### src/rtl/uart_pkg.sv
// Shared constants and state encoding for the UART receive path.
package uart_pkg;

    localparam int UART_OVERSAMPLE = 16;
    localparam int UART_DATA_BITS  = 8;
    localparam int UART_MID_BIT    = UART_OVERSAMPLE / 2 - 1;
    localparam int UART_CNT_W      = 4;

    typedef enum logic [2:0] {
        IDLE,
        START,
        DATA,
        PARITY,
        STOP
    } rx_state_e;

endpackage

### src/rtl/uart_receiver_if.sv
// Received-word bundle: the receiver drives it, the consumer reads it.
interface uart_receiver_if
    import uart_pkg::*;
#(
    parameter int DATA_BITS = UART_DATA_BITS
);

    logic [DATA_BITS-1:0] rx_data;
    logic                 rx_valid;
    logic                 rx_perror;
    logic                 rx_ferror;

    modport master (output rx_data, rx_valid, rx_perror, rx_ferror);
    modport slave  (input  rx_data, rx_valid, rx_perror, rx_ferror);

endinterface

### src/rtl/rx_synchronizer.sv
// Two-flop synchronizer for the serial line; resets to the idle-high level.
module rx_synchronizer (
    input  logic clk,
    input  logic reset,
    input  logic d,
    output logic q
);

    logic meta;

    always_ff @(posedge clk or posedge reset) begin
        if (reset) begin
            meta <= 1'b1;
            q    <= 1'b1;
        end else begin
            meta <= d;
            q    <= meta;
        end
    end

endmodule

### src/rtl/uart_receiver.sv
// Oversampled UART receiver: start, DATA_BITS data (LSB first), even parity, one stop bit.
module uart_receiver
    import uart_pkg::*;
#(
    parameter int OVERSAMPLE = UART_OVERSAMPLE,
    parameter int DATA_BITS  = UART_DATA_BITS
) (
    input  logic            clk,
    input  logic            reset,
    input  logic            sample_enable,
    input  logic            rx_en,
    input  logic            rxd,
    uart_receiver_if.master rx_if
);

    localparam int CNT_W = $clog2(OVERSAMPLE);
    localparam int BIT_W = $clog2(DATA_BITS + 1);
    localparam logic [CNT_W-1:0] MID_CNT  = CNT_W'(OVERSAMPLE / 2 - 1);
    localparam logic [CNT_W-1:0] LAST_CNT = CNT_W'(OVERSAMPLE - 1);
    localparam logic [BIT_W-1:0] LAST_BIT = BIT_W'(DATA_BITS - 1);

    rx_state_e            state_q, state_d;
    logic [CNT_W-1:0]     cnt_q, cnt_d;
    logic [BIT_W-1:0]     bit_q, bit_d;
    logic [DATA_BITS-1:0] shift_q, shift_d;
    logic                 par_q, par_d;
    logic [DATA_BITS-1:0] data_q, data_d;
    logic                 perr_q, perr_d;
    logic                 ferr_q, ferr_d;
    logic                 valid_q, valid_d;
    logic                 rxd_s;
    logic                 par_bad;

    rx_synchronizer u_sync (
        .clk   (clk),
        .reset (reset),
        .d     (rxd),
        .q     (rxd_s)
    );

    assign par_bad = ^{shift_q, par_q};

    always_comb begin
        state_d = state_q;
        cnt_d   = cnt_q;
        bit_d   = bit_q;
        shift_d = shift_q;
        par_d   = par_q;
        data_d  = data_q;
        perr_d  = perr_q;
        ferr_d  = ferr_q;
        valid_d = 1'b0;

        if (!rx_en) begin
            state_d = IDLE;
            cnt_d   = '0;
            bit_d   = '0;
        end else if (sample_enable) begin
            // off-compare ticks only advance the counter (mod 2**CNT_W)
            cnt_d = cnt_q + 1'b1;
            unique case (state_q)
                IDLE: begin
                    cnt_d = '0;
                    if (!rxd_s) state_d = START;
                end
                START: begin
                    if (cnt_q == MID_CNT) begin
                        cnt_d   = '0;
                        bit_d   = '0;
                        state_d = rxd_s ? IDLE : DATA;
                    end
                end
                DATA: begin
                    if (cnt_q == LAST_CNT) begin
                        cnt_d   = '0;
                        shift_d = {rxd_s, shift_q[DATA_BITS-1:1]};
                        bit_d   = bit_q + 1'b1;
                        if (bit_q == LAST_BIT) state_d = PARITY;
                    end
                end
                PARITY: begin
                    if (cnt_q == LAST_CNT) begin
                        cnt_d   = '0;
                        par_d   = rxd_s;
                        state_d = STOP;
                    end
                end
                STOP: begin
                    if (cnt_q == LAST_CNT) begin
                        cnt_d   = '0;
                        state_d = IDLE;
                        data_d  = shift_q;
                        perr_d  = par_bad;
                        ferr_d  = ~rxd_s;
                        valid_d = ~par_bad & rxd_s;
                    end
                end
                default: state_d = IDLE;
            endcase
        end
    end

    always_ff @(posedge clk or posedge reset) begin
        if (reset) begin
            state_q <= IDLE;
            cnt_q   <= '0;
            bit_q   <= '0;
            shift_q <= '0;
            par_q   <= 1'b0;
            data_q  <= '0;
            perr_q  <= 1'b0;
            ferr_q  <= 1'b0;
            valid_q <= 1'b0;
        end else begin
            state_q <= state_d;
            cnt_q   <= cnt_d;
            bit_q   <= bit_d;
            shift_q <= shift_d;
            par_q   <= par_d;
            data_q  <= data_d;
            perr_q  <= perr_d;
            ferr_q  <= ferr_d;
            valid_q <= valid_d;
        end
    end

    assign rx_if.rx_data   = data_q;
    assign rx_if.rx_valid  = valid_q;
    assign rx_if.rx_perror = perr_q;
    assign rx_if.rx_ferror = ferr_q;

endmodule

### src/flat_wrapper.sv
// flat-port wrapper written by rule: the top's interface ports become plain ports
module uart_receiver_flat import uart_pkg::*;
#(
    parameter int OVERSAMPLE = UART_OVERSAMPLE,
    parameter int DATA_BITS  = UART_DATA_BITS
)
  (clk, reset, sample_enable, rx_en, rxd, rx_if_rx_data, rx_if_rx_valid, rx_if_rx_perror, rx_if_rx_ferror);
  uart_receiver_if #(.DATA_BITS(DATA_BITS)) rx_if_i ();
  input  logic clk;
  input  logic reset;
  input  logic sample_enable;
  input  logic rx_en;
  input  logic rxd;
  output wire logic [$bits(rx_if_i.rx_data)-1:0] rx_if_rx_data;
  output wire logic [$bits(rx_if_i.rx_valid)-1:0] rx_if_rx_valid;
  output wire logic [$bits(rx_if_i.rx_perror)-1:0] rx_if_rx_perror;
  output wire logic [$bits(rx_if_i.rx_ferror)-1:0] rx_if_rx_ferror;
  assign rx_if_rx_data = rx_if_i.rx_data;
  assign rx_if_rx_valid = rx_if_i.rx_valid;
  assign rx_if_rx_perror = rx_if_i.rx_perror;
  assign rx_if_rx_ferror = rx_if_i.rx_ferror;
  uart_receiver #(.OVERSAMPLE(OVERSAMPLE), .DATA_BITS(DATA_BITS)) u_core (.clk(clk), .reset(reset), .sample_enable(sample_enable), .rx_en(rx_en), .rxd(rxd), .rx_if(rx_if_i));
endmodule
### config.mk
export PLATFORM = sky130hd
export DESIGN_NAME = uart_receiver_flat
export DESIGN_NICKNAME = d
export VERILOG_FILES = /design/src/rtl/uart_pkg.sv /design/src/rtl/uart_receiver_if.sv /design/src/rtl/rx_synchronizer.sv /design/src/rtl/uart_receiver.sv /design/src/flat_wrapper.sv
export SDC_FILE = /design/constraint.sdc
export NUM_CORES = 1
export LEC_CHECK = 0
export ABC_AREA = 1
export CELL_PAD_IN_SITES_DETAIL_PLACEMENT = 1
export CELL_PAD_IN_SITES_GLOBAL_PLACEMENT = 1
export CORE_ASPECT_RATIO = 0.5
export CORE_UTILIZATION = 45
export DETAILED_ROUTE_END_ITERATION = 10
export PLACE_DENSITY = 0.89
export SLEW_MARGIN = 15
export SYNTH_ARGS = -nofsm -noshare
export SYNTH_HDL_FRONTEND = slang
export SYNTH_SLANG_ARGS = --single-unit
### constraint.sdc
create_clock -name clk -period 2.5 [get_ports clk]
set_clock_uncertainty 0.15 [all_clocks]
set_input_delay 0.625 -clock clk [delete_from_list [all_inputs] [get_ports clk]]
set_output_delay 0.625 -clock clk [all_outputs]
set_load 0.02 [all_outputs]
==> results.json <==
{
  "seq_area_frac_synth": 0.486,
  "ant_nets": 0,
  "clk_pin_slew_ps": 70,
  "synth_top_area_share": 0.456,
  "synth-warning-count": 0,
  "gp_congestion": 0.814,
  "finalMaxSlewViolations": 0,
  "dp_hpwl_mm": 2.88,
  "synth_nets": 220,
  "numCtsBuffers": 5,
  "synthArstFlopShare": 1.00,
  "p_per_area_mw_per_mm2": 687,
  "startpoint_type": "primary input",
  "initial_core_util": 0.483,
  "worst-path-max-fanout": 7,
  "slew_headroom": 0.712,
  "vias_per_cell": 5.00,
  "power_w": 0.00139,
  "yosys-top-cells-area": "dfrtp_1 46%, nand2_1 18%, o21ai_2 4.6%",
  "die_y_um": 45.5,
  "vias": 1430,
  "worstSetupPathType": "primary input to register",
  "synth_most_common_cell": "nand2_1",
  "port_buffers": 15,
  "fp.dieArea_mm2": 0.00405,
  "cts_resized": 0,
  "synth_common_cells": "82 x nand2_1, 31 x dfrtp_1, 19 x inv_1, 15 x nand3_1, 10 x o21ai_1",
  "fin_ws_ps": 432,
  "power.switching_w": 0.000419,
  "irDropWorstVdd_mv": 0.397,
  "antenna_found_initial": 0,
  "fin_cells": 286,
  "drcViolationCount": 0,
  "grt_pass1_wl_mm": 7.11,
  "layout-drive-gt1-share": 0.157,
  "outcome": "complete, no violations",
  "cts-root-buf": "clkbuf_8",
  "placed_cells": 278,
  "finalHoldViolCount": 0,
  "arrival_ps": 2130,
  "worstRegToRegCells": 8,
  "grt.total_usage": 0.248,
  "ys.flop_type": "dfrtp_1",
  "internal_power_w": 0.000969,
  "p_leak_nw": 0.984,
  "clock_sinks": 33,
  "drt_iter0_drc": 54,
  "setup_viol": 0,
  "post_cts_buffers": 0,
  "htree_num_levels": 2,
  "dr_wl_met3_um": 91,
  "synth-seq-cells": 33,
  "synth.distinct_cells": 24,
  "wl_met2_mm": 2.06,
  "hp-class": "register to register",
  "fin_hold_ws_ps": 213,
  "fin_setup_tns_ps": 0,
  "die_w_um": 89.0,
  "postCtsHoldBufs": 0,
  "drv.max_cap_violation_count": 0,
  "cp.required_ps": 2570,
  "clkPwrFrac": 0.385,
  "synth_edf_count": 0,
  "post-route-period-util": 0.827,
  "grt-ovfl-total": 0,
  "grt_max_degree": 34,
  "switching_share": 0.302,
  "area_growth_syn_to_layout_pct": 18.7,
  "netlist_instances": 213,
  "routedWlPerCell_um": 14.7,
  "p_seq_frac": 0.427,
  "dp_slack_ps": 191,
  "synth_area_per_cell_um2": 7.99,
  "end_kind": "register",
  "fp.coreArea_mm2": 0.00353,
  "top_layer": "met4",
  "wirelength_mm": 4.22,
  "rsz0062_at_grt": "false",
  "boundaryPins": 16,
  "drt-met1-wl_mm": 2.00,
  "worst_pin_slew_ps": 432,
  "fmax_ghz": 0.484,
  "final_nets": 241,
  "drtPass1Iterations": 4,
  "combPwrFrac": 0.188,
  "fp-row-count": 15,
  "clk_latency_ps": 290,
  "synth_top_cell_by_area": "dfrtp_1",
  "period_needed_ps": 2070,
  "clock_path_buffers": 2,
  "mappedNetlistArea_mm2": 0.00170,
  "hold_depth": 0,
  "grt_pass1_vias": 1523,
  "cts_tree": "built",
  "n_antenna_cell": 0
}
-- critical path, stage by stage --
cell,delay (ps)
clkdlybuf4s50_1,500
buf_4,170
inv_1,100
nor2_1,220
inv_1,100
o21ai_2,80
inv_1,80
nand2_2,100
nand2_1,70
o21ai_1,80
-- power by group through the flow --
stage	logic [W]	registers (W)	clock network, W
6_report	0.000261	0.000593	0.000534
5_1_grt	0.000285	0.000597	0.000566
4_1_cts	0.000261	0.000593	0.000541
3_5_place_dp	0.000250	0.000602	0
3_3_place_gp	0.000239	0.000601	0
2_1_floorplan	0.000177	0.000605	0
-- area by class of cell --
cell class                      count  area (µm²)
Fill cell                         455        1510
Sequential cell                    33         828
Multi-Input combinational cell    152         751
Timing Repair Buffer               17         165
Inverter                           25        93.8
Clock buffer                        6        82.6
Tap cell                           51        63.8
Clock inverter                      2        37.5
-- placed cells by master (no fill, tap or decap), types with 4 or more instances in the layout --
cell	n
o21ai_1	10
inv_1	19
dfrtp_1	31
o21ai_2	9
inv_2	6
clkdlybuf4s50_1	15
nor2_1	9
nand2_2	4
nand2_1	82
clkbuf_8	6
nand3_1	15
-- final timing paths --
check                                   start                      end  slack (ps)
min in group asynchronous               reset          u_core.cnt_q[1]         600
max in group asynchronous               reset          u_core.u_sync.q        1260
hold / removal             u_core.u_sync.meta          u_core.u_sync.q         210
setup reg to reg              u_core.cnt_q[0]  u_core.rx_if.rx_data[5]         730
hold reg to reg            u_core.u_sync.meta          u_core.u_sync.q         210
setup / recovery                        rx_en          u_core.bit_q[3]         430
-- stage by stage --
stage / util / cell area (µm²)
4_1_cts: 0.573 / 2020
5_1_grt: 0.573 / 2020
2_1_floorplan: - / 1700
6_report: 0.573 / 2020
3_5_place_dp: 0.539 / 1900
3_3_place_gp: 0.539 / 1900
-- state kept, by name, indices dropped and copies added, names as in the netlist, 3 cells and up --
register and cells:
u_core.state_q 3, u_core.rx_if.rx_data 8, u_core.cnt_q 4, u_core.bit_q 4, u_core.shift_q 8
-- per-layer routing --
metal / global-route usage / up-vias
met5: 0 / -
met4: 0.0952 / 0
met3: 0.0670 / 6
met2: 0.442 / 15
met1: 0.294 / 691
li1: - / 718
-- cell families (layout without fill, tap and decap cells) --
| kind of cell | Yosys count | after routing | synth area share |
|---|---|---|---|
| DFF | 33 | 33 | 0.486 |
| AOI/OAI and AO/OA | 26 | 26 | 0.0999 |
| xor gates and xnor gates | 2 | 2 | 0.0103 |
| and+or+nand+nor | 122 | 122 | 0.316 |
| adders and majority gates | 2 | 2 | 0.0147 |
| buffers and inverters | 28 | 50 | 0.0727 |
No activity file was read; power rests on OpenSTA's default activity.
